**src/rtl/counter_run_controller.sv**
```systemverilog
// counter_run_controller: command sequencer for the counter datapath.
// Accepts START/STOP/PAUSE/RESUME over a valid/ready port, runs a prescaler,
// and produces registered enable/clear/terminal-count strobes for the counter.
module counter_run_controller #(
  parameter int WIDTH      = 8,
  parameter int PRESCALE_W = 4
) (
  input  logic                  clk,
  input  logic                  reset,
  input  logic                  cmd_valid,
  output logic                  cmd_ready,
  input  logic [1:0]            cmd_op,
  input  logic [WIDTH-1:0]      cmd_period,
  input  logic [PRESCALE_W-1:0] cmd_prescale,
  input  logic                  cmd_periodic,
  output logic                  cmd_err,
  output logic                  cnt_en,
  output logic                  cnt_clear,
  output logic [WIDTH-1:0]      qout,
  output logic                  tc,
  output logic                  busy,
  output logic                  done
);

  typedef enum logic [1:0] {IDLE, RUN, PAUSED, DONE} state_t;

  localparam logic [1:0] OP_START  = 2'b00;
  localparam logic [1:0] OP_STOP   = 2'b01;
  localparam logic [1:0] OP_PAUSE  = 2'b10;
  localparam logic [1:0] OP_RESUME = 2'b11;

  state_t                  state, state_next;
  logic [WIDTH-1:0]        qout_next;
  logic [PRESCALE_W-1:0]   presc, presc_next;
  logic [WIDTH-1:0]        period_q, period_next;
  logic [PRESCALE_W-1:0]   prescale_q, prescale_next;
  logic                    periodic_q, periodic_next;
  logic                    err_next, en_next, clear_next, tc_next;
  logic                    accept, tick, cmd_taken;

  // Next-state, counter and strobe decode; a legal accepted command pre-empts any tick.
  always_comb begin
    state_next    = state;
    qout_next     = qout;
    presc_next    = presc;
    period_next   = period_q;
    prescale_next = prescale_q;
    periodic_next = periodic_q;
    err_next      = 1'b0;
    en_next       = 1'b0;
    clear_next    = 1'b0;
    tc_next       = 1'b0;
    cmd_taken     = 1'b0;
    accept        = cmd_valid & cmd_ready;
    tick          = (state == RUN) && (presc == prescale_q);

    if (accept) begin
      case (cmd_op)
        OP_START: begin
          if (cmd_period == '0) begin
            err_next = 1'b1;
          end else begin
            cmd_taken     = 1'b1;
            period_next   = cmd_period;
            prescale_next = cmd_prescale;
            periodic_next = cmd_periodic;
            qout_next     = '0;
            presc_next    = '0;
            clear_next    = 1'b1;
            state_next    = RUN;
          end
        end
        OP_STOP: begin
          cmd_taken  = 1'b1;
          qout_next  = '0;
          presc_next = '0;
          clear_next = 1'b1;
          state_next = IDLE;
        end
        OP_PAUSE: begin
          if (state == RUN) begin
            cmd_taken  = 1'b1;
            state_next = PAUSED;
          end else begin
            err_next = 1'b1;
          end
        end
        default: begin
          if (state == PAUSED) begin
            cmd_taken  = 1'b1;
            state_next = RUN;
          end else begin
            err_next = 1'b1;
          end
        end
      endcase
    end

    if (!cmd_taken && state == RUN) begin
      if (tick) begin
        presc_next = '0;
        en_next    = 1'b1;
        if (qout == period_q - WIDTH'(1)) begin
          qout_next = '0;
          tc_next   = 1'b1;
          if (!periodic_q) begin
            state_next = DONE;
          end
        end else begin
          qout_next = qout + WIDTH'(1);
        end
      end else begin
        presc_next = presc + PRESCALE_W'(1);
      end
    end
  end

  // Register state, configuration and every output; reset wins over all activity.
  always_ff @(posedge clk) begin
    if (reset) begin
      state      <= IDLE;
      qout       <= '0;
      presc      <= '0;
      period_q   <= '0;
      prescale_q <= '0;
      periodic_q <= 1'b0;
      cmd_ready  <= 1'b1;
      cmd_err    <= 1'b0;
      cnt_en     <= 1'b0;
      cnt_clear  <= 1'b0;
      tc         <= 1'b0;
      busy       <= 1'b0;
      done       <= 1'b0;
    end else begin
      state      <= state_next;
      qout       <= qout_next;
      presc      <= presc_next;
      period_q   <= period_next;
      prescale_q <= prescale_next;
      periodic_q <= periodic_next;
      cmd_ready  <= ~accept;
      cmd_err    <= err_next;
      cnt_en     <= en_next;
      cnt_clear  <= clear_next;
      tc         <= tc_next;
      busy       <= (state_next == RUN) || (state_next == PAUSED);
      done       <= (state_next == DONE);
    end
  end

endmodule

```
**config.mk**
```make
export PLATFORM = sky130hd
export DESIGN_NAME = counter_run_controller
export DESIGN_NICKNAME = d
export VERILOG_FILES = /design/src/rtl/counter_run_controller.sv
export SDC_FILE = /design/constraint.sdc
export NUM_CORES = 1
export LEC_CHECK = 0
export CAP_MARGIN = 15
export CORE_MARGIN = 2
export CORE_UTILIZATION = 40
export DETAILED_ROUTE_END_ITERATION = 10
export DONT_BUFFER_PORTS = 1
export GPL_TIMING_DRIVEN = 0
export HOLD_SLACK_MARGIN = 0.06
export PLACE_DENSITY = 0.59
export SYNTH_ARGS = -nofsm -noshare
export SYNTH_HDL_FRONTEND = slang
export SYNTH_SLANG_ARGS = --single-unit
```
**constraint.sdc**
```tcl
create_clock -name clk -period 3 [get_ports clk]
set_input_delay 0.6 -clock clk [delete_from_list [all_inputs] [get_ports clk]]
set_output_delay 0.6 -clock clk [all_outputs]
set_load 0.01 [all_outputs]
```
# Word level (Yosys, flattened, before mapping)
# Index checks and enable logic that the tools add are counted.
[word_totals] input_bits=18 word_cells=76 register_bits=34 out_inout_bits=15
[classes] n_mux=32 bitwise=5 add_sub_neg=3 n_reduce_logical=13 eq_ne=10
[ops] operator="$mux W8" n=5
[ops] operator="$mux W2" n=8
[ops] operator="$mux W4" n=4
[ops] operator="$pmux W8 S2" n=1
[ops] operator="$mux W1" n=9
[ops] operator="$add A8 B1 Y8 const B" n=1
[ops] operator="$eq A2 B2 Y1 const B" n=4
[ops] operator="$eq A8 B8 Y1" n=1
[ops] operator="$logic_not A8 Y1" n=1
[ops] operator="$pmux W4 S2" n=1
[ops] operator="$sub A8 B1 Y8 const B" n=1
[ops] operator="$eq A2 B1 Y1 const B" n=3
[ops] operator="$pmux W1 S3" n=2
[ops] operator="$pmux W2 S3" n=1
[ops] operator="$reduce_and A3 Y1" n=2
[ops] operator="$add A4 B1 Y4 const B" n=1
[ops] operator="$eq A4 B4 Y1" n=1
[ops] operator="$not A1 Y1" n=4
[ops] operator="$reduce_or A2 Y1" n=2
[ops] operator="$ne A3 B3 Y1 const B" n=1
[ops] operator="$reduce_bool A3 Y1" n=1
[ops] operator="$reduce_or A3 Y1" n=1
[ops] operator="$logic_and A1 B1 Y1" n=2
[ops] operator="$logic_not A2 Y1" n=1
[ops] operator="5 further kinds" n=5

# Logic depth before layout (Yosys ltp)
[depth] word_depth=10 ltp_mapped=12 ltp_nobuf=10

# Least setup slack after synthesis
# No wires, ideal clock.
[synth_path] path_kind="register -> register" start="register period_q[0]" end="register busy" n_path_buf=2 setup_slack_ns=0.502 path_stages_with_launch=13 required_ns=2.874 setup_time_ns=0.126 t_arrival_ns=2.372 period_less_slack_ns=2.498 cell_sequence="dfxtp_1 -> inv_1 -> ha_1 -> buf_2 -> or3b_1 -> a211oi_1 -> nand3b_1 -> a21o_1 -> buf_2 -> nor4_1 -> or2_2 -> ha_1 -> nor2b_1"
[synth_between] elab_chain_len=7 word_cells_on_any_way=8 cone_classes="add/sub: 1; eq/ne: 3; mux: 3; reduce/logical: 1"
[synth_lines] element="start, declared" line_no="35" rtl="logic [WIDTH-1:0] period_q, period_next;"
[synth_lines] element="start signal, assigned" line_no="138" rtl="period_q <= period_next;"
[synth_lines] element="$sub A8 B1 Y8 *" line_no="103" rtl="if (qout == period_q - WIDTH'(1)) begin"
[synth_lines] element="$eq A8 B8 Y1 *" line_no="103"
[synth_lines] element="$mux W2 *" line_no="103"
[synth_lines] element="$mux W2 *" line_no="100" rtl="if (tick) begin"
[synth_lines] element="$mux W2 *" line_no="99" rtl="if (!cmd_taken && state == RUN) begin"
[synth_lines] element="net state_next[1]" line_no="32" rtl="state_t state, state_next;"
[synth_lines] element="$eq A2 B1 Y1 / $eq A2 B2 Y1 (equally long branches)" line_no="146" rtl="busy <= (state_next == RUN) || (state_next == PAUSED);"
[synth_lines] element="$logic_or A1 B1 Y1 *" line_no="146"
[synth_lines] element="end signal, assigned" line_no="146"
[synth_lines] element="end, declared" line_no="21" rtl="output logic busy,"
# Mark *: on every way through the listed nets, which the timed path passes. The rest lies on a longest branch.
# A chain may end at the register's enable or synchronous reset.

# Final worst setup path
# Ends and elaborated chain as after synthesis.

==> summary.md <==
| Metric | Value |
|---|---|
| Status | complete, no violations |
| Worst slack at placement | 0.205 ns |
| Clock buffer depth | 2 |
| Clock root cell | clkbuf_8 |
| Final ANT Viol Nets | 0 |
| GRT met3 Usage | 4.66% |
| Chip height | 73.9 um |
| Power Density | 434 nW/um2 |
| Total congestion overflow | 0 |
| First-pass GRT wire length | 7.28 mm |
| H-tree depth | 2 |
| CTS Hold Bufs | 0 |
| Most Used Layer, Global Route | met2 |
| Remaining DRCs | 0 |
| Clock skew | 0.00695 ns |
| PortBufs | 0 |
| Post-Synthesis Cells | 232 |
| Async S/R FF share, synth | 0% |
| Min cycle time layout | 2.73 ns |
| Die W | 73.9 um |
| CTS tree | built |
| Synth cell types | 47 |
| Synthesized area | 1950 um2 |
| CP Capture Type | flip-flop |
| Synth-to-Final Area Change | 9.49% |
| Actual slew at the worst max-slew pin | 0.605 ns |
| Syn Nets | 254 |
| Sink Count | 34 |
| Antenna diodes | 0 |
| Post-DP HPWL | 3.27 mm |
| Setup TNS | 0 ns |
| Clock latency on the worst-skew pair | 0.29 ns |
| Worst-path clk slew | 0.07 ns |
| Post-DR vias/cell | 5.51 |
| GP Congestion | 0.825 |
| Post-route clock period utilization | 91.0% |
| Grt met1 use | 22.9% |
| GR Util All Layers | 17.3% |
| Post-synth EDFFs | 0 |
| Via count | 1692 |
| Critical Path RT | 3.16 ns |
| Layout Nets | 261 |
| Class of the worst hold path | primary input to flip-flop |
| Synth warnings | 0 |
| Initial Util | 41.3% |
| Max_slew headroom | 59.5% |
| Max Clk Rate | 366 MHz |
| Syn_area_per_cell | 8.41 um2 |
| Core ar. | 4720 um2 |
| Final setup viols | 0 |
| Crit Path Class | flip-flop to flip-flop |
| Critical Path AT | 2.89 ns |
| Antenna violations before repair | 0 |
| Static Leak | 0.771 nW |
| WL per Instance | 14.5 um |
| Peak VDD IR | 0.184 mV |
| Fin. max-slew vios | 0 |
| Post-synthesis sequential area ratio | 34.9% |
| DIE AREA | 5450 um2 |
| Max-cap viol count | 0 |
| Num ports | 33 |
| Number of global-route vias before repair | 1543 |
| Startpoint types | flip-flop |
| Final Hold Fails | 0 |
| Worst-case hold slack | 0.451 ns |
| Most frequent cells in the layout | dfxtp_1, nor2_1, nand2_1 |
| Met2 Use GR | 27.0% |
| Final setup margin | 0.270 ns |
| Yosys reg bits | 34 |
| Commonest register cell after synthesis | dfxtp_1 |
| WL final | 4.44 mm |
| Drt first-iter violations | 75 |
| Layout cells sized above 1 | 12.1% |
| Largest fanout on the critical path | 10 |
| Row Count | 25 |
| Commonest non-fill, non-tap cell in the layout | dfxtp_1 |
| Largest net degree at the start of global routing | 12 |
| 1st-pass router iterations | 4 |
| CTS buffer count | 5 |
cells in the mapped netlist, types with 4 or more instances:
library cell | count | area (um2)
a21oi_1 | 11 | 55.1
and3_1 | 4 | 25.0
buf_2 | 7 | 35.0
clkbuf_1 | 7 | 26.3
dfxtp_1 | 34 | 681
ha_1 | 4 | 50.1
mux2i_1 | 12 | 120
nand2_1 | 16 | 60.1
nand3_1 | 13 | 65.1
nand3b_1 | 4 | 30.0
nor2_1 | 28 | 105
nor2b_1 | 8 | 50.1
nor4_1 | 5 | 31.3
o21ai_0 | 9 | 45.0
o22ai_1 | 4 | 25.0
or2_2 | 5 | 31.3
xnor2_1 | 9 | 78.8
final cells by class:
| class | instances | area (um2) |
|---|---|---|
| Fill cell | 466 | 2590 |
| Inverter | 3 | 11.3 |
| Clock buffer | 6 | 82.6 |
| Buffer | 14 | 61.3 |
| Multi-Input combinational cell | 181 | 1200 |
| Tap cell | 67 | 83.8 |
| Clock inverter | 2 | 12.5 |
| Sequential cell | 34 | 681 |
final timing paths:
check                start          end  slack (ns)  cells after the start
max            period_q[0]         busy        0.27                     12
min          cmd_period[1]  period_q[1]        0.45                      2
max reg2reg    period_q[0]         busy        0.27                     12
min reg2reg     periodic_q   periodic_q        0.52                      2
metal layers:
metal	wire length, um	vias up
li1	-	852
met1	2110	791
met2	2030	43
met3	239	6
met4	65	0
met5	0	-
metrics by stage:
step | total power, mW | cell area [um2] | utilization (%) | instances
after floorplan | 0.561 | 1950 | - | 232
after global placement | 0.581 | 2040 | 43.1 | 299
after detailed placement | 0.582 | 2040 | 43.1 | 299
after CTS | 0.938 | 2130 | 45.1 | 307
after global routing | 0.974 | 2140 | 45.2 | 307
final | 0.928 | 2140 | 45.2 | 307
critical path, stage by stage (launching register included):
cell and delay (ns):
dfxtp_1 0.36, inv_1 0.09, ha_1 0.13, buf_2 0.18
or3b_1 0.35, a211oi_1 0.25, nand3b_1 0.10, a21o_1 0.15
buf_2 0.19, nor4_2 0.29, or2_2 0.17, ha_1 0.21
nor2b_1 0.12
power breakdown:
part / switching, mW / internal [mW]
Combinational: 0.0583 / 0.0396
Clock: 0.172 / 0.184
Sequential: 0.0122 / 0.462
flip-flops by register name, indices dropped and copies added (netlist names):
name        cells
presc           4
prescale_q      4
state           2
cnt_clear       1
qout            8
done            1
busy            1
cnt_en          1
cmd_err         1
period_q        8
periodic_q      1
cmd_ready       1
tc              1
logic make-up after synthesis:
kind of cell / Yosys count / share of synthesized area [%]
xor+xnor: 12 / 5.39
mux: 12 / 6.15
buf+inv: 17 / 3.72
compound gates: 50 / 17.6
flops: 34 / 34.9
simple gates: 103 / 29.7
fa+ha+maj: 4 / 2.56
repair_timing:
| action | 4_1_cts | 5_1_grt |
|---|---|---|
| setup endpoints to repair | 0 | 1 |
| buffers inserted | 0 | 0 |
| gates resized for setup | 0 | 1 |
(Power assumes the default switching activity.)
